`config.mk`:
```
export PLATFORM = sky130hd
export DESIGN_NAME = pwm_ctrl_multi_flat
export DESIGN_NICKNAME = d
export VERILOG_FILES = /design/src/rtl/pwm_ctrl_multi_if.sv /design/src/rtl/pwm_ctrl_multi.sv /design/src/flat_wrapper.sv
export SDC_FILE = /design/constraint.sdc
export NUM_CORES = 1
export LEC_CHECK = 0
export BUFFER_PORTS_ARGS = -buffer_cell sky130_fd_sc_hd__buf_2
export CAP_MARGIN = 10
export CORE_UTILIZATION = 55
export CTS_CLUSTER_DIAMETER = 80
export DETAILED_ROUTE_END_ITERATION = 10
export PLACE_DENSITY = 0.73
export SLEW_MARGIN = 15
export SYNTH_ARGS = -nofsm -noshare
export SYNTH_HDL_FRONTEND = slang
export SYNTH_SLANG_ARGS = --single-unit
```
`constraint.sdc`:
```
create_clock -name clock -period 13.5 [get_ports clock]
set_input_delay 1.35 -clock clock [delete_from_list [all_inputs] [get_ports clock]]
set_output_delay 1.35 -clock clock [all_outputs]
set_load 0.02 [all_outputs]
```
`src/rtl/pwm_ctrl_multi_if.sv`:
```
// BRAM-style register port shared by the processor controller and the PWM bank.
interface pwm_ctrl_multi_if #(
    parameter int unsigned ADDR_W = 13
);
    logic              ena;
    logic [3:0]        wea;
    logic [ADDR_W-1:0] addr;
    logic [31:0]       din;
    logic [31:0]       dout;

    modport master (output ena, wea, addr, din, input dout);
    modport slave  (input ena, wea, addr, din, output dout);
endinterface

```
`src/rtl/pwm_ctrl_multi.sv`:
```
// Multi-channel PWM generator with byte-lane-writable registers, per-channel
// enable/polarity, shadowed period/duty and a sticky wrap status with interrupt.
module pwm_ctrl_multi #(
    parameter int unsigned NUM_CH = 4,
    parameter int unsigned FREQ_W = 16,
    parameter int unsigned DUTY_W = 16,
    parameter int unsigned ADDR_W = 13
) (
    input  logic              clock,
    input  logic              reset,
    pwm_ctrl_multi_if.slave   bus,
    output logic [NUM_CH-1:0] pwm_out,
    output logic              irq
);

    localparam logic [ADDR_W-1:0] ADDR_CTRL   = ADDR_W'(32'h0000);
    localparam logic [ADDR_W-1:0] ADDR_STATUS = ADDR_W'(32'h0004);
    localparam logic [ADDR_W-1:0] ADDR_IRQ_EN = ADDR_W'(32'h0008);

    function automatic logic [ADDR_W-1:0] freq_addr(input int unsigned n);
        return ADDR_W'(32'h0100 + 4 * n);
    endfunction

    function automatic logic [ADDR_W-1:0] duty_addr(input int unsigned n);
        return ADDR_W'(32'h0200 + 4 * n);
    endfunction

    // Replace only the byte lanes selected by be; other lanes keep old.
    function automatic logic [31:0] lane_merge(input logic [31:0] old, input logic [31:0] data,
                                               input logic [3:0] be);
        logic [31:0] mask;
        mask = '0;
        for (int k = 0; k < 4; k++) begin
            mask[8*k +: 8] = {8{be[k]}};
        end
        return (old & ~mask) | (data & mask);
    endfunction

    logic [NUM_CH-1:0] ch_en_q, ch_en_d, pol_q, pol_d;
    logic [NUM_CH-1:0] status_q, status_d, irq_en_q, irq_en_d, clr;
    logic [NUM_CH-1:0] wrap, raw, load;
    logic [FREQ_W-1:0] freq_q [NUM_CH];
    logic [FREQ_W-1:0] freq_d [NUM_CH];
    logic [DUTY_W-1:0] duty_q [NUM_CH];
    logic [DUTY_W-1:0] duty_d [NUM_CH];
    logic [FREQ_W-1:0] freq_act_q [NUM_CH];
    logic [DUTY_W-1:0] duty_act_q [NUM_CH];
    logic [FREQ_W-1:0] cnt_q [NUM_CH];
    logic [FREQ_W-1:0] cnt_d [NUM_CH];
    logic [31:0]       ctrl_rd;

    assign ctrl_rd = 32'(ch_en_q) | (32'(pol_q) << 8);

    // Per-channel wrap detection, raw compare, shadow load and counter next state.
    always_comb begin
        wrap = '0;
        raw  = '0;
        load = '0;
        for (int unsigned n = 0; n < NUM_CH; n++) begin
            wrap[n] = ch_en_q[n] && (freq_act_q[n] != '0) &&
                      (cnt_q[n] == freq_act_q[n] - FREQ_W'(1));
            raw[n]  = ch_en_q[n] && (freq_act_q[n] != '0) &&
                      (cnt_q[n] < FREQ_W'(duty_act_q[n]));
            // Shadows track the programmed values until the channel runs.
            load[n] = !ch_en_q[n] || wrap[n];
            if (!ch_en_q[n] || (freq_act_q[n] == '0) || wrap[n]) begin
                cnt_d[n] = '0;
            end else begin
                cnt_d[n] = cnt_q[n] + FREQ_W'(1);
            end
        end
    end

    // Register-bank write decode with byte-lane merging and W1C status.
    always_comb begin
        ch_en_d  = ch_en_q;
        pol_d    = pol_q;
        irq_en_d = irq_en_q;
        clr      = '0;
        for (int unsigned n = 0; n < NUM_CH; n++) begin
            freq_d[n] = freq_q[n];
            duty_d[n] = duty_q[n];
        end
        if (bus.ena) begin
            if (bus.addr == ADDR_CTRL) begin
                ch_en_d = NUM_CH'(lane_merge(ctrl_rd, bus.din, bus.wea));
                pol_d   = NUM_CH'(lane_merge(ctrl_rd, bus.din, bus.wea) >> 8);
            end
            if (bus.addr == ADDR_STATUS) begin
                clr = NUM_CH'(lane_merge(32'h0, bus.din, bus.wea));
            end
            if (bus.addr == ADDR_IRQ_EN) begin
                irq_en_d = NUM_CH'(lane_merge(32'(irq_en_q), bus.din, bus.wea));
            end
            for (int unsigned n = 0; n < NUM_CH; n++) begin
                if (bus.addr == freq_addr(n)) begin
                    freq_d[n] = FREQ_W'(lane_merge(32'(freq_q[n]), bus.din, bus.wea));
                end
                if (bus.addr == duty_addr(n)) begin
                    duty_d[n] = DUTY_W'(lane_merge(32'(duty_q[n]), bus.din, bus.wea));
                end
            end
        end
        // A wrap in the same cycle as a clear wins.
        status_d = (status_q & ~clr) | wrap;
    end

    // Read mux shows programmed values, independent of ena.
    always_comb begin
        bus.dout = '0;
        if (bus.addr == ADDR_CTRL)   bus.dout = ctrl_rd;
        if (bus.addr == ADDR_STATUS) bus.dout = 32'(status_q);
        if (bus.addr == ADDR_IRQ_EN) bus.dout = 32'(irq_en_q);
        for (int unsigned n = 0; n < NUM_CH; n++) begin
            if (bus.addr == freq_addr(n)) bus.dout = 32'(freq_q[n]);
            if (bus.addr == duty_addr(n)) bus.dout = 32'(duty_q[n]);
        end
    end

    // Configuration and status registers.
    always_ff @(posedge clock or posedge reset) begin
        if (reset) begin
            ch_en_q  <= '0;
            pol_q    <= '0;
            status_q <= '0;
            irq_en_q <= '0;
            for (int unsigned n = 0; n < NUM_CH; n++) begin
                freq_q[n] <= FREQ_W'(100);
                duty_q[n] <= '0;
            end
        end else begin
            ch_en_q  <= ch_en_d;
            pol_q    <= pol_d;
            status_q <= status_d;
            irq_en_q <= irq_en_d;
            for (int unsigned n = 0; n < NUM_CH; n++) begin
                freq_q[n] <= freq_d[n];
                duty_q[n] <= duty_d[n];
            end
        end
    end

    // Shadow period/duty and period counters.
    always_ff @(posedge clock or posedge reset) begin
        if (reset) begin
            for (int unsigned n = 0; n < NUM_CH; n++) begin
                freq_act_q[n] <= FREQ_W'(100);
                duty_act_q[n] <= '0;
                cnt_q[n]      <= '0;
            end
        end else begin
            for (int unsigned n = 0; n < NUM_CH; n++) begin
                if (load[n]) begin
                    freq_act_q[n] <= freq_q[n];
                    duty_act_q[n] <= duty_q[n];
                end
                cnt_q[n] <= cnt_d[n];
            end
        end
    end

    // Registered pad outputs and interrupt.
    always_ff @(posedge clock or posedge reset) begin
        if (reset) begin
            pwm_out <= '0;
            irq     <= 1'b0;
        end else begin
            pwm_out <= raw ^ pol_q;
            irq     <= |(status_q & irq_en_q);
        end
    end

endmodule

```
`src/flat_wrapper.sv`:
```
// flat-port wrapper written by rule: the top's interface ports become plain ports
module pwm_ctrl_multi_flat 
#(
    parameter int unsigned NUM_CH = 4,
    parameter int unsigned FREQ_W = 16,
    parameter int unsigned DUTY_W = 16,
    parameter int unsigned ADDR_W = 13
)
  (clock, reset, pwm_out, irq, bus_ena, bus_wea, bus_addr, bus_din, bus_dout);
  pwm_ctrl_multi_if #(.ADDR_W(ADDR_W)) bus_i ();
  input  logic clock;
  input  logic reset;
  output logic [NUM_CH-1:0] pwm_out;
  output logic irq;
  input wire logic [$bits(bus_i.ena)-1:0] bus_ena;
  input wire logic [$bits(bus_i.wea)-1:0] bus_wea;
  input wire logic [$bits(bus_i.addr)-1:0] bus_addr;
  input wire logic [$bits(bus_i.din)-1:0] bus_din;
  output wire logic [$bits(bus_i.dout)-1:0] bus_dout;
  assign bus_i.ena = bus_ena;
  assign bus_i.wea = bus_wea;
  assign bus_i.addr = bus_addr;
  assign bus_i.din = bus_din;
  assign bus_dout = bus_i.dout;
  pwm_ctrl_multi #(.NUM_CH(NUM_CH), .FREQ_W(FREQ_W), .DUTY_W(DUTY_W), .ADDR_W(ADDR_W)) u_core (.clock(clock), .reset(reset), .bus(bus_i), .pwm_out(pwm_out), .irq(irq));
endmodule
```
* After elaboration in Yosys (flattened, before gate mapping) *
Cells that the tools add are included.

storage, ports and cells
  bits in registers = 341
  bits of input ports = 52
  output and inout bits = 37
  word-level logic and storage cells = 145

cells by class
  $add $sub $neg = 8
  order comparisons = 4
  equality and inequality tests = 14
  multiplexer cells = 17
  bitwise operators = 28
  reduce and logical (&&, ||, !) cells = 48

operator list
  operator                 number
  $mux W32                 11
  $and A16 B16 Y16         9
  $or A16 B16 Y16          8
  $add A16 B1 Y16 const B  4
  $eq A16 B16 Y1           4
  $logic_not A16 Y1        4
  $lt A16 B16 Y1           4
  $mux W16                 4
  $reduce_bool A16 Y1      4
  $sub A16 B1 Y16 const B  4
  $eq A13 B10 Y1 const B   4
  $eq A13 B9 Y1 const B    4
  $reduce_and A2 Y1        10
  $not A16 Y16             1
  $eq A13 B3 Y1 const B    1
  $eq A13 B4 Y1 const B    1
  $logic_not A13 Y1        1
  $and A12 B12 Y12         1
  $and A4 B4 Y4            3
  $logic_and A1 B1 Y1      12
  $logic_or A1 B1 Y1       12
  $or A12 B12 Y12          1
  $or A4 B12 Y12           1
  $mux W4                  2
  other kinds (5)          9

* Logic depth before layout (Yosys ltp) *
Gate-level depths: netlist (run 1).

  word-level depth = 12
  mapped depth = 12
  depth with buffers taken out = 9

* Worst setup path after synthesis (run 1) *
No wires, ideal clock.

  path type = input port to output port
  start = input bus_addr[1]
  end = output bus_dout[12]
  arrival time = 3.277 ns
  data required time = 12.150 ns
  setup slack = 8.873 ns
  stages on the path = 9
  buffers on the path = 2
  cells stage by stage = nor4_1 -> and2_0 -> and3_1 -> clkbuf_1 -> clkbuf_1 -> a222oi_1 -> o211ai_1 -> o21ai_0 -> a21oi_1

between the ends
  longest elaborated chain between the ends = 11
  elaborated cells between the ends (all ways) = 20
  classes of those cells = eq/ne (10); mux (10)

ends and longest elaborated chain
  element             line                   source
  start: declaration  flat_wrapper.sv:17     input wire logic [$bits(bus_i.addr)-1:0] bus_addr;
  $eq A13 B3 Y1       n/a
  $mux W32            n/a
  $mux W32            pwm_ctrl_multi.sv:113  if (bus.addr == ADDR_IRQ_EN) bus.dout = 32'(irq_en_q);
  $mux W32            pwm_ctrl_multi.sv:115  if (bus.addr == freq_addr(n)) bus.dout = 32'(freq_q[n]);
  $mux W32            pwm_ctrl_multi.sv:116  if (bus.addr == duty_addr(n)) bus.dout = 32'(duty_q[n]);
  $mux W32            pwm_ctrl_multi.sv:115
  $mux W32            pwm_ctrl_multi.sv:116
  $mux W32            pwm_ctrl_multi.sv:115
  $mux W32            pwm_ctrl_multi.sv:116
  $mux W32            pwm_ctrl_multi.sv:115
  $mux W32 *          pwm_ctrl_multi.sv:116
  end: declaration    flat_wrapper.sv:19     output wire logic [$bits(bus_i.dout)-1:0] bus_dout;

Mark *: on every way between the ends. The rest lies on a longest branch, timed or not.

* Final worst setup path (run 1) *
  start = input bus_addr[8]
  end = output bus_dout[14]

The elaborated chain is that of the path after synthesis.

==> results.cfg, run 1 <==
[floorplanning]
start_util = 0.560
num_rows = 68
fp.dieH_um = 190
io_pins = 89
coreArea_um2 = 34600
fp.dieW_um = 190
dieArea_um2 = 36000

[sta]
hold-worst-slack_ps = 487
report.final.slew_viol_count = 0
rsz0062_at_grt = no
period_needed_ps = 5960
max_freq_mhz = 168
finalHoldViolCount = 0
setup_tns_ps = 0
slew_headroom = 0.193
worstMarginPinSlew_ps = 1200
setup_viol = 0
skew_ps = 12.4
fin_crit_sh = 0.441

[global_route]
grt_pass1_vias = 13900
grt_overflow = 0
use_met3 = 0.0448
busiest_layer = met2
antenna_found_initial = 0
grt_use_total = 0.286
use_met1 = 0.396
grt_max_degree = 148
use_met2 = 0.449
grt_pass1_wl_um = 79300

[power_and_ir_drop]
powerDensity_nw_per_um2 = 104
peakVddDrop_uv = 111
total_power_w = 0.00222
p_leak_nw = 9.82

[clock_network]
cts_buffers = 39
clockBufferDepth = 3
clock_latency_ps = 530
cts_resized = 0
cts_setup_buffers = 0
path_clk_slew_ps = 60
holdBufCountCts = 0
clock-sinks = 341
clockRootBuffer = clkbuf_16
h-tree-depth = 2
cts_tree = yes

[setup_path]
critPathLaunchType = input pin
worstPathRequired_ps = 12150
reg2reg_depth = 10
timing.rr.end = u_core.freq_act_q[8]
rrSetupSlack_ps = 9800
reg2reg_from = u_core.freq_act_q[0]
crit_path_max_fanout = 21
critPathArrivalTime_ps = 4610
path_class = in -> out
end_kind = output pin

[final_layout]
syn_to_final_growth_pct = 9.75
fillers = 2783
nNetsFinal = 1933
drive_gt1_frac = 0.232
stdcell_area_um2 = 21300
num_antenna_cells = 0

[run]
max_cap_violations = 0

[yosys]
netlist_area_um2 = 19400
synthTopCellsByArea = dfrtp_1 (41%), mux2_2 (12%), ha_1 (4.6%)
synth_warnings = 0
async_flop_share = 1.00
yosysSeqAreaShare = 0.442
syn-mean-instance-area_um2 = 10.8
synthFlopType = dfrtp_1
ys_ff_latch = 341
synth_cell_types = 94
syn_inst = 1788
synth_area_leader_cell = dfrtp_1
synth_top_area_frac = 0.409
synth-edff-count = 0

[detailed_routing]
via_per_inst = 6.22
wl_per_cell_um = 22.0
drt_iter0_drc = 1279
vias = 14300
detail-route-antenna-nets = 0
finalWirelength_um = 50400
drc = 0
dr.pass1.iters = 8

[place]
globalplace.congestion = 0.947
placed_area_um2 = 19900
hpwl_um = 37000
numPortBuffers = 54

[worst_hold_path]
min_from = u_core.duty_act_q[49]
hp-class = reg -> reg
hold_end = u_core.duty_act_q[49]
min_path_cells = 1

[status]
status = complete, no violations
-- cells by family (layout without fill, tap and decap cells) --
logic type	Yosys count	in the layout	share of synthesized area
xor+xnor	122	122	0.0551
simple gates	517	517	0.142
flops	341	341	0.442
mux	267	267	0.165
fa+ha+maj	72	72	0.0464
other cells	1	16	0.000193
compound gates	276	276	0.106
buf+inv	192	227	0.0444
-- stage by stage --
stage	setup WS, ps	cells	util
6_report	7540	2293	0.615
5_1_grt	7270	2293	0.615
4_1_cts	7690	2293	0.614
3_5_place_dp	7740	2223	0.574
3_3_place_gp	7770	2223	0.574
2_1_floorplan	2740	1803	-
-- cell usage after synthesis (21+ instances only) --
cell      number
nand3_1       53
dfstp_2       24
nand2_1       72
a22oi_1       21
mux2_4        50
inv_1         91
nor2_1       136
and3_1        24
a21oi_1       43
nand2b_1      21
clkbuf_1      67
xor2_1        55
mux2_2       199
o21ai_0       55
dfrtp_1      317
ha_1          72
xnor2_1       67
nor3_1        56
nand4_1       21
-- how the worst max path moves through the flow --
stage | start | end | slack (ps) | depth (start not counted)
2_1_floorplan | reset | asynchronous set/reset pin | 2740 | 1
3_3_place_gp | bus_addr[8] | bus_dout[12] | 7770 | 7
3_5_place_dp | bus_addr[8] | bus_dout[12] | 7740 | 7
4_1_cts | bus_addr[8] | bus_dout[12] | 7690 | 7
5_1_grt | bus_addr[8] | bus_dout[14] | 7270 | 7
6_report | bus_addr[8] | bus_dout[14] | 7540 | 7
-- placed cells by master (no fill, tap or decap), types with 8 or more instances in the layout --
cell / n
o211ai_1: 10
nand3b_1: 9
a21o_1: 20
a21oi_1: 43
ha_1: 72
dfstp_2: 24
nand2_1: 72
a22o_1: 8
conb_1: 16
nor3_1: 53
dfrtp_1: 317
a222oi_1: 17
buf_4: 12
clkbuf_1: 9
o21ai_0: 55
clkbuf_16: 41
nor4_1: 19
or3_1: 12
a211oi_1: 10
mux2_1: 15
nor2b_1: 11
and2_1: 20
mux2_4: 50
nand3_1: 53
and4_1: 10
nand4_1: 21
or4_1: 9
nand2b_1: 21
a22oi_1: 21
inv_1: 90
a32o_1: 9
xnor2_1: 67
mux2_2: 199
a31oi_1: 8
xor2_1: 55
nor2_1: 136
and3_1: 24
buf_2: 54
-- routing by layer --
layer	vias up	share of wire
met3	115	0.066
li1	6492	-
met1	7116	0.44
met2	532	0.46
met4	0	0.042
met5	-	0
-- report_power, final --
group / internal (W) / switching (W) / total [W]
clock network: 0.000702 / 0.000428 / 0.00113
logic: 0.0000101 / 0.0000510 / 0.0000611
registers: 0.00102 / 0.00000125 / 0.00102
total: 0.00174 / 0.000480 / 0.00222
-- critical path, stage by stage --
cell     delay [ps]
buf_2           110
nor4_1          570
nand2_1         620
nor2_1          650
nand3_1         600
a21oi_1         460
buf_2           230
-- cell type report --
class	count	area, µm²	area share
clock inverter	15	250	0.0118
tap	455	569	0.0267
clock buffer	55	1130	0.0530
sequential	341	8560	0.402
timing repair buffer	66	360	0.0169
multi-input combinational	1270	10100	0.473
inverter	91	349	0.0164
(Power assumes the default switching activity.)
==> run 2: changes to the inputs <==
==> constraint.sdc (replaced) <==
create_clock -name clock -period 6.2 [get_ports clock]
set_input_delay 0.62 -clock clock [delete_from_list [all_inputs] [get_ports clock]]
set_output_delay 0.62 -clock clock [all_outputs]
set_load 0.02 [all_outputs]
==> results.cfg, run 2 (synthesis results as in run 1) <==
[setup_path]
reg2reg_from = u_core.freq_act_q[32]
crit_path_max_fanout = 14
rrSetupSlack_ps = 2050
end_kind = output pin
critPathLaunchType = input pin
reg2reg_depth = 10
worst_setup_path_startpoint = bus_addr[1]
timing.rr.end = u_core.duty_act_q[45]
critPathArrivalTime_ps = 3950
path_class = in -> out
worstPathRequired_ps = 5580

[power_and_ir_drop]
p_switching_w = 0.00101
seqPwrFrac = 0.490
powerDensity_nw_per_um2 = 216
peakVddDrop_uv = 222
p_leak_nw = 9.74
internal_power_w = 0.00355
switching_share = 0.222
clkPwrFrac = 0.481
combPwrFrac = 0.030

[floorplanning]
coreArea_um2 = 34600
fp.dieW_um = 190
fp.dieH_um = 190
io_pins = 89
dieArea_um2 = 36000
num_rows = 68
start_util = 0.560

[sta]
max_freq_mhz = 219
setup_viol = 0
fin_crit_sh = 0.737
rsz0062_at_grt = no
worstMarginPinSlew_ps = 1190
finalHoldViolCount = 0
slew_headroom = 0.198
period_needed_ps = 4570
setup_tns_ps = 0
report.final.slew_viol_count = 0
skew_ps = 13.5
hold-worst-slack_ps = 195

[global_route]
grt_pass1_wl_um = 79000
grt_use_total = 0.286
grt_max_degree = 178
grt_pass1_vias = 13900
grt_overflow = 0
antenna_found_initial = 0

[clock_network]
cts_buffers = 37
cts_resized = 0
holdBufCountCts = 0
clock_latency_ps = 560
clockRootBuffer = clkbuf_16
clockBufferDepth = 3
cts_tree = yes
cts_setup_buffers = 0
clock-sinks = 341
h-tree-depth = 2
path_clk_slew_ps = 60

[final_layout]
drive_gt1_frac = 0.230
syn_to_final_growth_pct = 8.91
nNetsFinal = 1929
final_cell_mix = dfrtp_1 (317), mux2_2 (199), nor2_1 (136), inv_1 (90)
fillers = 2786
layout_commonest_cell = dfrtp_1
num_antenna_cells = 0
fin_util = 0.610

[worst_hold_path]
hp-class = in -> async

[detailed_routing]
vias = 14300
via_per_inst = 6.25
drt_iter0_drc = 1341
drc = 0
detail-route-antenna-nets = 0
wl_per_cell_um = 22.0
dr.pass1.iters = 11
finalWirelength_um = 50300

[place]
hpwl_um = 36400
globalplace.congestion = 0.946
numPortBuffers = 54

[status]
status = complete, no violations

[run]
max_cap_violations = 0
-- run 2: changes by cell type in the layout (fill, tap and decap cells not counted), moves of 2 or more --
cell and delta:
clkinv_2 +5, inv_8 -2, bufinv_16 -5, clkbuf_16 -2
buf_4 -4, clkbuf_8 +3, inv_6 -2, buf_12 +2
-- run 2: layer usage --
metal  wire length [µm]  share of wire  GRT usage
met1              21800           0.43      0.403
met2              22600           0.45      0.437
met3               3790          0.075     0.0426
met4               2080          0.041      0.130
met5                  0              0    0.00412
-- run 2: through the flow --
step | area, µm² | instances | power, W | worst slack [ps]
final | 21100 | 2289 | 0.00456 | 1630
after global routing | 21100 | 2289 | 0.00470 | 1640
after CTS | 21100 | 2289 | 0.00459 | 1930
after detailed placement | 19900 | 2221 | 0.00240 | 1930
after global placement | 19900 | 2221 | 0.00240 | 1980
after floorplan | 19500 | 1803 | 0.00235 | 1040
-- run 2: worst max-delay path: stages --
cell and delay [ps]:
buf_2 90, nor4_1 690, nand2_1 520, nor3_1 1060
a222oi_1 230, o21ai_0 250, nor3_1 110, nor2_1 180
buf_2 190
-- run 2: how the worst max path moves through the flow --
stage / end / slack (ps) / cells after the start
floorplan: asynchronous set/reset pin / 1040 / 1
global placement: bus_dout[8] / 1980 / 9
detailed placement: bus_dout[8] / 1930 / 9
CTS: bus_dout[8] / 1930 / 9
global route: bus_dout[8] / 1640 / 9
finish: bus_dout[8] / 1630 / 9
-- run 2: layout make-up --
type / instances / area, µm² / area share
Clock inverter: 11 / 88.8 / 0.00421
Timing Repair Buffer: 64 / 370 / 0.0175
Clock buffer: 57 / 1120 / 0.0532
Sequential cell: 341 / 8560 / 0.405
Tap cell: 455 / 569 / 0.0270
Inverter: 91 / 345 / 0.0163
Multi-Input combinational cell: 1270 / 10100 / 0.476
-- run 2: power groups by stage --
stage | registers (W) | clock network (W) | logic (W)
2_1_floorplan | 0.00227 | 0 | 0.0000822
3_3_place_gp | 0.00227 | 0 | 0.000132
3_5_place_dp | 0.00227 | 0 | 0.000133
4_1_cts | 0.00223 | 0.00223 | 0.000134
5_1_grt | 0.00223 | 0.00232 | 0.000147
6_report | 0.00223 | 0.00219 | 0.000135
